[config.mk]
export PLATFORM = sky130hd
export DESIGN_NAME = teknofest_ram_arbiter
export DESIGN_NICKNAME = d
export VERILOG_FILES = /design/src/rtl/teknofest_ram_arbiter.sv
export SDC_FILE = /design/constraint.sdc
export NUM_CORES = 1
export LEC_CHECK = 0
export CAP_MARGIN = 10
export CORE_AREA = 2 2 124 126
export DETAILED_ROUTE_END_ITERATION = 7
export DIE_AREA = 0 0 126 128
export PLACE_DENSITY = 0.62
export SLEW_MARGIN = 10
export SYNTH_ARGS = -nofsm -noshare
export SYNTH_HDL_FRONTEND = slang
export SYNTH_SLANG_ARGS = --single-unit
[constraint.sdc]
create_clock -name clk_i -period 4.6 [get_ports clk_i]
set_input_delay 1.38 -clock clk_i [delete_from_list [all_inputs] [get_ports clk_i]]
set_output_delay 1.38 -clock clk_i [all_outputs]
set_load 0.02 [all_outputs]
[src/rtl/teknofest_ram_arbiter.sv]
// Two-port (fetch P0 / load-store P1) arbiter onto one RAM; grant is combinational, response 1 cycle later.
// Backpressure: a losing or prog-blocked requester sees gnt=0 and holds its request. RAM_ARB_RR_EN selects round-robin.
module teknofest_ram_arbiter #(
    parameter int          ADDR_W    = 17,
    parameter logic [31:0] BASE_ADDR = 32'h4000_0000
) (
    input  logic              clk_i,
    input  logic              rst_ni,
    input  logic              prog_busy_i,
    input  logic              p0_req_i,
    input  logic              p0_we_i,
    input  logic [31:0]       p0_addr_i,
    input  logic [31:0]       p0_wdata_i,
    input  logic [3:0]        p0_strb_i,
    output logic              p0_gnt_o,
    output logic              p0_rvalid_o,
    output logic [31:0]       p0_rdata_o,
    output logic              p0_err_o,
    input  logic              p1_req_i,
    input  logic              p1_we_i,
    input  logic [31:0]       p1_addr_i,
    input  logic [31:0]       p1_wdata_i,
    input  logic [3:0]        p1_strb_i,
    output logic              p1_gnt_o,
    output logic              p1_rvalid_o,
    output logic [31:0]       p1_rdata_o,
    output logic              p1_err_o,
    output logic [ADDR_W-1:0] ram_rd_addr_o,
    output logic              ram_rd_en_o,
    output logic [ADDR_W-1:0] ram_wr_addr_o,
    output logic [31:0]       ram_wr_data_o,
    output logic [3:0]        ram_wr_strb_o,
    input  logic [31:0]       ram_rd_data_i
);

    logic [31:0]       off0, off1, sel_off;
    logic              in0, in1, sel_in;
    logic              gnt0, gnt1, any_gnt;
    logic              sel_we;
    logic [3:0]        sel_strb;
    logic [31:0]       sel_wdata;
    logic [ADDR_W-1:0] sel_word;
    logic [31:0]       resp_data;
    logic              unused_addr_lsb;

    logic        rd_pending_q, rd_pending_d;
    logic        rd_owner_q,   rd_owner_d;
    logic        rd_err_q,     rd_err_d;
    logic        rd_isrd_q,    rd_isrd_d;
    logic [31:0] p0_rdata_q,   p0_rdata_d;
    logic [31:0] p1_rdata_q,   p1_rdata_d;
`ifdef RAM_ARB_RR_EN
    logic        last_gnt_q,   last_gnt_d;
`endif

    assign off0 = p0_addr_i - BASE_ADDR;
    assign off1 = p1_addr_i - BASE_ADDR;
    assign in0  = (off0[31:ADDR_W+2] == '0);
    assign in1  = (off1[31:ADDR_W+2] == '0);
    assign unused_addr_lsb = ^{off0[1:0], off1[1:0]};

    always_comb begin
        gnt0 = 1'b0;
        gnt1 = 1'b0;
        if (!prog_busy_i) begin
            if (p0_req_i && p1_req_i) begin
`ifdef RAM_ARB_RR_EN
                // last_gnt_q=1 means P1 was granted last, so P0 takes the tie
                if (last_gnt_q) gnt0 = 1'b1;
                else            gnt1 = 1'b1;
`else
                gnt1 = 1'b1;
`endif
            end else begin
                gnt0 = p0_req_i;
                gnt1 = p1_req_i;
            end
        end
    end

    assign any_gnt   = gnt0 | gnt1;
    assign sel_off   = gnt1 ? off1 : off0;
    assign sel_in    = gnt1 ? in1 : in0;
    assign sel_we    = gnt1 ? p1_we_i : p0_we_i;
    assign sel_strb  = gnt1 ? p1_strb_i : p0_strb_i;
    assign sel_wdata = gnt1 ? p1_wdata_i : p0_wdata_i;
    assign sel_word  = sel_off[ADDR_W+1:2];

    assign p0_gnt_o      = gnt0;
    assign p1_gnt_o      = gnt1;
    assign ram_rd_en_o   = any_gnt & ~sel_we & sel_in;
    assign ram_rd_addr_o = sel_word;
    assign ram_wr_addr_o = sel_word;
    assign ram_wr_data_o = sel_wdata;
    assign ram_wr_strb_o = (any_gnt && sel_we && sel_in) ? sel_strb : 4'b0000;

    // Write acks and out-of-range responses return zero data
    assign resp_data   = rd_isrd_q ? ram_rd_data_i : 32'h0;
    assign p0_rvalid_o = rd_pending_q & ~rd_owner_q;
    assign p1_rvalid_o = rd_pending_q &  rd_owner_q;
    assign p0_err_o    = p0_rvalid_o & rd_err_q;
    assign p1_err_o    = p1_rvalid_o & rd_err_q;
    assign p0_rdata_o  = p0_rvalid_o ? resp_data : p0_rdata_q;
    assign p1_rdata_o  = p1_rvalid_o ? resp_data : p1_rdata_q;

    always_comb begin
        rd_pending_d = any_gnt;
        rd_owner_d   = any_gnt ? gnt1 : rd_owner_q;
        rd_err_d     = any_gnt & ~sel_in;
        rd_isrd_d    = any_gnt & ~sel_we & sel_in;
        p0_rdata_d   = p0_rdata_o;
        p1_rdata_d   = p1_rdata_o;
`ifdef RAM_ARB_RR_EN
        last_gnt_d   = any_gnt ? gnt1 : last_gnt_q;
`endif
    end

    always_ff @(posedge clk_i or negedge rst_ni) begin
        if (!rst_ni) begin
            rd_pending_q <= 1'b0;
            rd_owner_q   <= 1'b0;
            rd_err_q     <= 1'b0;
            rd_isrd_q    <= 1'b0;
            p0_rdata_q   <= 32'h0;
            p1_rdata_q   <= 32'h0;
`ifdef RAM_ARB_RR_EN
            last_gnt_q   <= 1'b1;
`endif
        end else begin
            rd_pending_q <= rd_pending_d;
            rd_owner_q   <= rd_owner_d;
            rd_err_q     <= rd_err_d;
            rd_isrd_q    <= rd_isrd_d;
            p0_rdata_q   <= p0_rdata_d;
            p1_rdata_q   <= p1_rdata_d;
`ifdef RAM_ARB_RR_EN
            last_gnt_q   <= last_gnt_d;
`endif
        end
    end

endmodule

Yosys cells after proc, flatten, opt, wreduce, memory -nomap -nowiden. Index checks and enable logic that the tools add are counted.

Reductions and logical operators: 5. Bitwise logic cells: 11. Add/sub/neg operators: 2. Mux-type cells: 13.

Operators by type and width (number): 32-bit 2-to-1 mux (4); 32-bit by 31-bit subtractor with 32-bit output (second input constant) (2); 13-bit logical NOT (2); 19-bit 2-to-1 mux (1); 4-bit 2-to-1 mux (2); 1-bit AND (7); 1-bit 2-to-1 mux (6); 1-bit logical AND (3); 1-bit NOT (3); 1-bit bitwise OR (1).

Register bits after elaboration: 68. Input bits: 175. Output and inout port bits: 141. Word-level logic and storage cells: 37.

Depth between registers and ports, before layout.
Depth in word-level cells: 7. Depth in mapped cells: 5.

Least setup slack after synthesis. No wires, ideal clock.

Path kind: in2out. Start point: input port p1_addr_i[22]. End point: output port ram_wr_strb_o[0]. Arrival time: 3.000 ns. Cell stages on the path: 4. Required time: 3.220 ns. Slack: 0.220 ns. Path buffers: 0. Cell sequence: or4_4 nor4_4 a22oi_2 nor4_1.

Longest elaborated chain between the ends: 5.

Ends and longest elaborated chain: start: declaration (line 21) `input logic [31:0] p1_addr_i,`; 32-bit by 31-bit subtractor with 32-bit output (line 57) `assign off1 = p1_addr_i - BASE_ADDR;`; 13-bit logical NOT (line 59) `assign in1 = (off1[31:ADDR_W+2] == '0);`; 1-bit 2-to-1 mux (line 83) `assign sel_in = gnt1 ? in1 : in0;`; 1-bit logical AND (line 95) `assign ram_wr_strb_o = (any_gnt && sel_we && sel_in) ? sel_strb : 4'b0000;`; 4-bit 2-to-1 mux (line 95); end: declaration (line 32) `output logic [3:0] ram_wr_strb_o,`.

No other way between the ends.

Worst setup path in the final report.
Start point: input port prog_busy_i. End point: output port ram_wr_data_o[1].

Longest elaborated chain between the ends: 2.

Ends and longest elaborated chain: start: declaration (line 9) `input logic prog_busy_i,`; 1-bit 2-to-1 mux (line 65) `if (!prog_busy_i) begin`; 32-bit 2-to-1 mux (line 86) `assign sel_wdata = gnt1 ? p1_wdata_i : p0_wdata_i;`; end: declaration (line 31) `output logic [31:0] ram_wr_data_o,`.

No other way between the ends.

==> results.toml <==
[cells_and_area]
nets = 828
diodes = 0
drive_gt1_frac = 0.173
syn2layout_area_growth_pct = 106
num-fill-cells = 1428
stdcell_area_um2 = 7100

[timing]
max_freq_ghz = 0.220
post-route-period-util = 0.989
finalHoldViolCount = 0
min_period_ns = 4.55
slew_headroom = 0.532
rsz0062_at_grt = "false"
worst_pin_slew_ns = 0.701
finalClockSkew_ns = 0.00371
setup_viol = 0
maxSlewViolCount = 0

[worst_setup_path]
worstSetupStartpointType = "input pin"
cp.arrival_ns = 3.17
crit_type = "input pin to output port"
cp.required_ns = 3.22
setup.worst_path.end_class = "output port"
regToRegSetupSlack_ns = 2.97
cpMostUsedCell = "clkdlybuf4s50_1"
crit_slowest_cell = "clkdlybuf4s50_1"
r2r_cells = 3
cpPeakStageDelay_ns = 0.54
crit_fanout = 26
timing.rr.start = "rd_owner_q"
crit_chain = "clkdlybuf4s50_1 -> nand2b_4 -> buf_12 -> mux2_2 -> clkdlybuf4s50_1"
reg2reg_to = "p1_rdata_q[2]"

[power_and_ir_drop]
power_density_nw_per_um2 = 246
p_total_mw = 1.75
internal_power_mw = 1.32
swShare = 0.246
p_clk_frac = 0.424
power.leakage_nw = 3.18
ir_drop_mv = 0.127
pwr-share-seq = 0.345
switchingPower_uw = 430
pwr-share-comb = 0.231

[route]
dr.pass1.iters = 6
wl_um = 14100
vias_per_cell = 4.29
routedWlPerCell_um = 16.7
ant_nets = 0
vias = 3631
drc = 0
drtIter0Drc = 151

[yosys]
synthDistinctLibCells = 21
synth_edf_count = 0
syn-cell-area_um2 = 3440
ys_seq_area_frac = 0.494
syn_avg_cell_area_um2 = 9.75
ys_ff_latch = 68
synth.mux.area_fraction = 0.175
syn-instance-count = 353
syn-num-nets = 528
yosys.area_share.xor_xnor = 0
synth_top_family_by_area = "multiplexers"
synth_adder_area_share = 0
yosys.area_share.simple = 0.163
ys_warn_count = 0
yosys_most_used_dff = "dfrtp_1"
async_reset_ff_frac = 1.00
synth_compound_area_frac = 0.0988

[status]
status = "finished clean"

[clocking]
cts_buffers = 9
clock_latency_ns = 0.32
htree_levels = 3
cts_buffer_depth = 2
holdBufCountCts = 0
cts_root_buf = "clkbuf_16"
clock_sinks = 68
cts_tree = "built"
clk_pin_slew_ns = 0.05

[floorplanning]
fp.dieW_um = 126
die_h_um = 128
pin_count = 316
num_rows = 45
dieArea_um2 = 16100
core_um2 = 14900
initial_core_util = 0.232

[global_routing]
grtUsageTotal = 0.170
first_global_vias = 3829
grt_max_degree = 43
antenna_found_initial = 0
globalRouteOverflowTotal = 0
grt_pass1_wl_um = 21300

[place]
dpl_cell_area_um2 = 6710
gp_congestion = 0.822
io_buffers = 311
hpwlAfterDp_um = 11600

[min_path]
worstHoldPathCells = 2
hold_path_startpoint = "p1_rdata_q[31]"
min_path_type = "flip-flop to flip-flop"
whs_endpoint = "p1_rdata_q[31]"

[job]
maxCapViolCount = 0
-- power by group through the flow --
stage	Clock [mW]	Sequential (mW)	Combinational (mW)
after floorplan	0	0.612	0.163
after global placement	0	0.613	0.426
after detailed placement	0	0.613	0.428
after CTS	0.761	0.602	0.412
after global routing	0.787	0.602	0.428
final	0.740	0.602	0.403
-- what timing repair did --
item / in CTS / in global routing
setup endpoints to repair: 71 / 31
gates cloned: 0 / 0
gates resized for setup: 90 / 40
pin swaps: 8 / 9
buffers inserted: 0 / 1
-- flip-flops by register name, indices dropped and copies added (netlist names) --
register      count
p0_rdata_q       32
p1_rdata_q       32
rd_err_q          1
rd_isrd_q         1
rd_owner_q        1
rd_pending_q      1
-- kinds of logic after synthesis --
logic type	count (synthesis)
AO/OA/AOI/OAI	66
AND/OR/NAND/NOR	120
buffers and inverters	45
flip-flops	68
multiplexers	54
-- stage by stage --
stage / setup WS, ns / TNS, ns / util / hold slack [ns] / instances
5_1_grt: 0.00162 / 0 / 0.478 / 0.517 / 846
6_report: 0.0507 / 0 / 0.478 / 0.490 / 846
3_3_place_gp: -0.524 / -11.50 / 0.451 / 0.472 / 829
4_1_cts: -0.0129 / -0.0346 / 0.471 / 0.497 / 845
3_5_place_dp: -0.567 / -11.49 / 0.451 / 0.484 / 829
2_1_floorplan: 0.220 / 0 / - / 0.459 / 353
-- how the worst max path moves through the flow --
stage / slack, ns / from / end / cells past startpoint
detailed placement: -0.57 / p1_addr_i[22] / ram_wr_strb_o[1] / 6
global placement: -0.52 / p1_addr_i[22] / ram_wr_strb_o[1] / 6
CTS: -0.01 / prog_busy_i / ram_rd_addr_o[16] / 5
global route: 0.002 / prog_busy_i / ram_wr_data_o[1] / 5
finish: 0.05 / prog_busy_i / ram_wr_data_o[1] / 5
floorplan: 0.22 / p1_addr_i[22] / ram_wr_strb_o[0] / 4
-- layout make-up --
type / count / area, um^2 / area share
inverter: 5 / 18.8 / 0.00264
tap: 188 / 235 / 0.0331
multi-input combinational: 240 / 1560 / 0.220
timing repair buffer: 329 / 3260 / 0.459
sequential: 68 / 1700 / 0.240
clock buffer: 10 / 239 / 0.0337
clock inverter: 6 / 87.6 / 0.0123
-- cells in the final DEF (no fill, tap or decap), drive strengths merged, types with 3 or more instances in the layout --
master / synthesis / final
buf: 24 / 29
clkbuf: 16 / 13
clkdlybuf4s15: 0 / 4
clkdlybuf4s50: 0 / 225
clkinvlp: 0 / 3
dfrtp: 68 / 68
dlygate4sd2: 0 / 39
dlymetal6s2s: 0 / 29
inv: 5 / 5
mux2: 49 / 49
mux2i: 5 / 5
nand2: 99 / 99
nand2b: 3 / 3
nor2: 4 / 4
nor4: 6 / 6
o21ai: 64 / 64
or4: 3 / 3
-- per-layer routing --
layer  wire length (um)  vias to the layer above  track usage
li1                   -                     1780            -
met1               5570                     1673        0.197
met2               7170                      160        0.298
met3               1120                       18       0.0572
met4                255                        0       0.0549
met5                  0                        -            0
-- cell usage after synthesis (all sizes together), types with 2 or more instances --
cell	instances	area (um^2)
or4	3	33.8
nor2	4	15.0
dfrtp	68	1700
mux2i	5	50.1
nor4b	2	47.6
o21ai	64	320
nand2b	3	18.8
buf	24	160
mux2	49	552
nor4	6	52.6
clkbuf	16	60.1
inv	5	18.8
nand2	99	372
-- worst max-delay path, delay by kind of cell --
| kind | cells | cell delay, ns |
|---|---|---|
| buf+inv | 3 | 1.23 |
| mux | 1 | 0.34 |
| simple gates | 1 | 0.21 |
(Power assumes the default switching activity.)
